==> src/rtl/add_seq_pkg.sv <==
// Shared definitions for the word-serial arbitrated adder: word width,
// FSM state encoding and requester-id type.
package add_seq_pkg;

    localparam int WORD_W = 16;

    typedef enum logic [1:0] {
        IDLE,
        RUN,
        DONE
    } state_t;

    typedef logic id_t;

endpackage

==> src/rtl/add_seize.sv <==
// Shared 16-bit adder slice: sum and carry-out (rout) of a + b + cin.
module add_seize
    import add_seq_pkg::*;
(
    input  logic [WORD_W-1:0] a,
    input  logic [WORD_W-1:0] b,
    input  logic              cin,
    output logic [WORD_W-1:0] sum,
    output logic              rout
);

    assign {rout, sum} = {1'b0, a} + {1'b0, b} + {{WORD_W{1'b0}}, cin};

endmodule

==> src/rtl/add_seq_arb.sv <==
// Two-requester round-robin front end feeding a word-serial adder built on
// one add_seize slice. Optional subtract mode: define ADD_SEQ_ARB_SUB_EN.
module add_seq_arb
    import add_seq_pkg::*;
#(
    parameter int NWORDS = 4
) (
    input  logic                     clk,
    input  logic                     rst_n,
    input  logic                     req0_valid,
    input  logic                     req1_valid,
    output logic                     req0_ready,
    output logic                     req1_ready,
    input  logic [WORD_W*NWORDS-1:0] req0_a,
    input  logic [WORD_W*NWORDS-1:0] req0_b,
    input  logic [WORD_W*NWORDS-1:0] req1_a,
    input  logic [WORD_W*NWORDS-1:0] req1_b,
    input  logic                     req0_cin,
    input  logic                     req1_cin,
`ifdef ADD_SEQ_ARB_SUB_EN
    input  logic                     req0_sub,
    input  logic                     req1_sub,
`endif
    output logic                     rsp_valid,
    input  logic                     rsp_ready,
    output logic [WORD_W*NWORDS-1:0] rsp_sum,
    output logic                     rsp_cout,
    output logic                     rsp_id,
    output logic                     busy
);

    localparam int KW = (NWORDS > 1) ? $clog2(NWORDS) : 1;

    state_t                          state;
    id_t                             last_id;
    id_t                             cur_id;
    id_t                             grant_id;
    logic [NWORDS-1:0][WORD_W-1:0]   a_reg;
    logic [NWORDS-1:0][WORD_W-1:0]   b_reg;
    logic [NWORDS-1:0][WORD_W-1:0]   sum_reg;
    logic                            carry;
    logic [KW-1:0]                   k;
    logic [WORD_W-1:0]               add_b;
    logic [WORD_W-1:0]               add_sum;
    logic                            add_rout;
    logic                            start_carry;
`ifdef ADD_SEQ_ARB_SUB_EN
    logic                            sub_reg;
`endif

    // On a tie the requester that was not served last wins.
    always_comb begin
        grant_id = id_t'(req1_valid);
        if (req0_valid && req1_valid) begin
            grant_id = ~last_id;
        end
    end

    assign req0_ready = (state == IDLE) && req0_valid && !grant_id;
    assign req1_ready = (state == IDLE) && req1_valid &&  grant_id;
    assign busy       = (state != IDLE);
    assign rsp_sum    = sum_reg;
    assign rsp_id     = cur_id;

`ifdef ADD_SEQ_ARB_SUB_EN
    // Subtraction is a + ~b + 1, so the seed carry is forced high.
    assign add_b       = sub_reg ? ~b_reg[k] : b_reg[k];
    assign start_carry = grant_id ? (req1_sub | req1_cin) : (req0_sub | req0_cin);
`else
    assign add_b       = b_reg[k];
    assign start_carry = grant_id ? req1_cin : req0_cin;
`endif

    add_seize u_add (
        .a    (a_reg[k]),
        .b    (add_b),
        .cin  (carry),
        .sum  (add_sum),
        .rout (add_rout)
    );

    always_ff @(posedge clk or negedge rst_n) begin
        if (!rst_n) begin
            state     <= IDLE;
            rsp_valid <= 1'b0;
            rsp_cout  <= 1'b0;
            cur_id    <= 1'b0;
            last_id   <= 1'b1;
            carry     <= 1'b0;
            k         <= '0;
            a_reg     <= '0;
            b_reg     <= '0;
            sum_reg   <= '0;
`ifdef ADD_SEQ_ARB_SUB_EN
            sub_reg   <= 1'b0;
`endif
        end else begin
            case (state)
                IDLE: begin
                    if (req0_ready || req1_ready) begin
                        a_reg  <= grant_id ? req1_a : req0_a;
                        b_reg  <= grant_id ? req1_b : req0_b;
                        carry  <= start_carry;
                        cur_id <= grant_id;
                        k      <= '0;
`ifdef ADD_SEQ_ARB_SUB_EN
                        sub_reg <= grant_id ? req1_sub : req0_sub;
`endif
                        state  <= RUN;
                    end
                end
                RUN: begin
                    sum_reg[k] <= add_sum;
                    carry      <= add_rout;
                    k          <= k + 1'b1;
                    if (k == KW'(NWORDS - 1)) begin
                        rsp_cout  <= add_rout;
                        rsp_valid <= 1'b1;
                        k         <= '0;
                        state     <= DONE;
                    end
                end
                DONE: begin
                    if (rsp_ready) begin
                        rsp_valid <= 1'b0;
                        last_id   <= cur_id;
                        state     <= IDLE;
                    end
                end
                default: state <= IDLE;
            endcase
        end
    end

endmodule

==> config.mk <==
export PLATFORM = sky130hd
export DESIGN_NAME = add_seq_arb
export DESIGN_NICKNAME = d
export VERILOG_FILES = /design/src/rtl/add_seq_pkg.sv /design/src/rtl/add_seize.sv /design/src/rtl/add_seq_arb.sv
export SDC_FILE = /design/constraint.sdc
export NUM_CORES = 1
export LEC_CHECK = 0
export CAP_MARGIN = 20
export CELL_PAD_IN_SITES_DETAIL_PLACEMENT = 1
export CELL_PAD_IN_SITES_GLOBAL_PLACEMENT = 1
export CORE_MARGIN = 2
export CORE_UTILIZATION = 30
export CTS_CLUSTER_SIZE = 16
export DETAILED_ROUTE_END_ITERATION = 7
export PLACE_DENSITY_LB_ADDON = 0.15
export SLEW_MARGIN = 30
export SYNTH_ARGS = -nofsm -noshare
export SYNTH_HDL_FRONTEND = slang
export SYNTH_SLANG_ARGS = --single-unit
==> constraint.sdc <==
create_clock -name clk -period 4.46 [get_ports clk]
set_input_delay 1.338 -clock clk [delete_from_list [all_inputs] [get_ports clk]]
set_output_delay 1.338 -clock clk [all_outputs]
set_load 0.1 [all_outputs]
# Word-level counts from Yosys, hierarchy flattened
# Index checks and enable logic that the tools add are counted.
# word_totals
out_inout_bits	70
inputBits	263
word_cells	72
ff_bits	201
# op_classes
eq_ne	6
bitwise	1
magnitude_cmp	2
mux	23
n_addsub	3
reduce_logical	18
# op_table
cell	n
$mux 64	2
$bmux 16 s2	2
$bwmux 64	1
$mux 16	3
$demux 16 s2	1
$add 16x16->17	1
$add 17x1->17	1
$mux 2	5
$reduce_and 2->1	4
$logic_and 1x1->1	6
$pmux 2 s3	1
$reduce_and 3->1	2
$reduce_bool 2->1	3
$mux 1	5
$eq 2x2->1 const B	2
$ne 2x2->1 const B	2
$pmux 1 s2	2
$pmux 2 s2	1
$lt 2x3->1 const B	1
$add 2x1->2 const B	1
$eq 2x1->1 const B	1
$ge 2x1->1 const B	1
$logic_not 2->1	1
$ne 2x1->1 const B	1
other kinds (3)	3

# Depth between registers and ports, before layout
# depth
depth_word	7
depth_mapped	10

# By module
# From an unflattened synthesis, not the netlist that was laid out.
# unflattened
cells_unflattened	1022
hier_area_um2	10284.9
# modules_own_cells
mod	area_per_inst_um2	instances	cells_each	seq_area_each_um2
add_seq_arb	9551.7	1	933	5031.1
add_seize	733.2	1	89	0.0

# Worst setup path after synthesis
# No wires, ideal clock.
# synth_path
path_type	input to output
start	input req1_valid
end	output req0_ready
path_buffers	3
path_slack_ps	-94
arrival_time_ps	3216
cell_stages	5
required_ps	3122
cell_sequence	a21boi_0 -> clkbuf_1 -> buf_2 -> buf_2 -> nor2_1
# synth_via
elab_chain_cells	4
# synth_lines
element	line	rtl
start, declared	add_seq_arb.sv:11	input logic req1_valid,
$logic_and 1x1->1	add_seq_arb.sv:54	if (req0_valid && req1_valid) begin
$mux 1 *	add_seq_arb.sv:54	
$logic_not 1->1 *	add_seq_arb.sv:59	assign req0_ready = (state == IDLE) && req0_valid && !grant_id;
$logic_and 1x1->1 *	add_seq_arb.sv:59	
end, declared	add_seq_arb.sv:12	output logic req0_ready,
# Mark *: on every way between the ends. The rest lies on a longest branch, timed or not.

# Worst setup path in the final report
# layout_path
start	input req1_valid
end	output req1_ready
# layout_via
elab_chain_cells	3
elab_cells_between_ends	4
cone_classes	mux: 1; reduce/logical: 3
# layout_lines
element	line	rtl
$logic_and 1x1->1	add_seq_arb.sv:54	
$mux 1	add_seq_arb.sv:54	
$logic_and 1x1->1 *	add_seq_arb.sv:60	assign req1_ready = (state == IDLE) && req1_valid && grant_id;
end, declared	add_seq_arb.sv:13	output logic req1_ready,
# Marks and branches as above.

==> flow_summary.toml <==
[outcome]
status = "completed"

[place]
place.port_buffers = 332
gp_congestion = 0.768
hpwl_um = 27200

[critical_path]
rrSetupSlack_ps = 870
reg2reg_from = "k[0]$_DFFE_PN0P_"
cp-startpoint = "req1_valid"
cp_max_fo = 4
cp.arrival_ps = 2610
start_kind = "input port"
required_ps = 3120
cp-end-kind = "output port"
worstSetupPathType = "input port to output port"

[grt]
grt_usage_pct = 19.2
grt_first_pass_wirelength_um = 53800
grt_overflow = 0
grt_pass1_vias = 9429
antenna_found_initial = 1
grt_max_degree = 129

[floorplanning]
io_pins = 333
fp.coreArea_mm2 = 0.0345
die_h_um = 191
die_x_um = 191
die_area_mm2 = 0.0366
start_util_pct = 30.4
rows = 68

[timing]
relSlewSlack_pct = 31.1
hold_viol_final = 0
slew_violations = 0
tightest_slew_ps = 1030
fin_tns_setup_ps = 0
finClkSkew_ps = 13.8
setup_viol = 0
fmax_mhz = 253
period_minus_slack_ps = 3950
fin_crit_sh_pct = 88.6
rsz0062_at_grt = "false"

[routing]
routed-via-count = 8720
postRouteAntennaNets = 0
firstDrtPassIters = 5
drt-initial-drc-count = 385
drcViolationCount = 0
vias_per_cell = 4.84
wirelength_um = 35200
avgRoutedWirePerCell_um = 19.5

[yosys]
synthesis.nets = 1319
yosysMostFrequentCell = "nand2_1"
synthSimpleGateAreaFrac_pct = 12.6
synth_compound_area_share_pct = 13.5
yosys.area.top_type = "dfrtp_1"
yosysSeqAreaShare_pct = 47.8
ys.flop_type = "dfrtp_1"
synth.area.mux_share_pct = 19.7
syn_avg_cell_area_um2 = 10.2
synth_fa_ha_area_share_pct = 2.64
ys_top_cells_by_area = "dfrtp_1, mux2i_1, nand2_1, o21ai_0, mux4_2"
synthXorXnorAreaFrac_pct = 0.416
synth_seq_cells = 201
synth_top_cells_by_count = "nand2_1, dfrtp_1, o21ai_0"
async_flop_share_pct = 100
syn_area_mm2 = 0.0105
synth_edf_count = 0
synth_top_family_by_area = "multiplexers"
yosysUniqueCellTypes = 48
synth_top_area_share_pct = 47.6
yosysWarnings = 0
syn_inst = 1035

[layout]
fin_nets = 1615
syn_to_final_growth_pct = 43.5
layout-drive-gt1-share_pct = 8.09
diodes = 0

[min_path]
hp-start = "rsp_sum[32]$_DFFE_PN0P_"
hold_path_class = "flip-flop to flip-flop"

[clocking]
tritoncts = "done"
ctsResizeCount = 0
insertion_delay_ps = 520
holdBufCountCts = 0
cts_buffer_depth = 3
cts-root-buf = "clkbuf_16"
cts_buffers = 23
clkTransAtPathRegs_ps = 60
cts_max_level = 1
cts_setup_buffers = 0
cts.sinks = 201

[flow_run]
cap_violations = 0
-- path summary, 6_finish.rpt --
| check | endpoint | cells after the start |
|---|---|---|
| hold reg to reg | rsp_sum[32]$_DFFE_PN0P_ | 2 |
| setup / recovery | req1_ready | 4 |
| min in group asynchronous | rsp_sum[4]$_DFFE_PN0P_ | 1 |
| hold / removal | rsp_sum[32]$_DFFE_PN0P_ | 2 |
| setup reg to reg | rsp_sum[45]$_DFFE_PN0P_ | 8 |
| max in group asynchronous | b_reg[12]$_DFFE_PN0P_ | 2 |
-- cells in the final DEF (no fill, tap or decap), drive strengths merged, types with 19 or more instances in the layout --
| cell | n |
|---|---|
| nand2 | 212 |
| dfrtp | 200 |
| o21ai | 159 |
| mux2i | 134 |
| a21oi | 23 |
| nor2 | 39 |
| clkdlybuf4s50 | 329 |
| ha | 19 |
| clkbuf | 33 |
| mux4 | 32 |
-- routing by layer --
layer	vias up	global-route usage [%]	wire [µm]	share of wire, %
met5	-	0	0	0
met4	0	4.88	847	2.4
met3	41	2.99	1860	5.3
met2	251	33.7	17400	49
met1	4160	24.6	15100	43
li1	4268	-	-	-
-- through the flow --
stage	setup slack, ps	utilization [%]	cell area, µm²	hold WS, ps	cells
finish	507	43.7	15100	473	1803
global route	464	43.7	15100	497	1803
CTS	493	43.7	15100	481	1803
detailed placement	509	41.4	14300	466	1761
global placement	533	41.4	14300	457	1761
floorplan	367	-	10500	445	1035
-- cell families after synthesis --
family | after synthesis
adder cells (fa/ha/maj) | 21
buffers and inverters | 84
AO/OA/AOI/OAI | 242
XOR/XNOR | 5
flip-flops | 201
multiplexers | 167
AND/OR/NAND/NOR | 315
-- worst max-delay path, cell delays in order --
cell and delay [ps]:
clkdlybuf4s50_1 550, a21boi_4 300, and2_1 230, buf_12 190
-- final cells by class --
cell class	instances	area, µm²
Sequential cell	201	5030
Fill cell	3825	19400
Clock inverter	9	80.1
Clock buffer	33	693
Multi-Input combinational cell	750	5170
Inverter	9	33.8
Tap cell	455	569
Timing Repair Buffer	346	3520
Power is left out: the tool's default activity adds up to more than one toggle a clock period on the data nets, which glitch-free logic cannot reach.
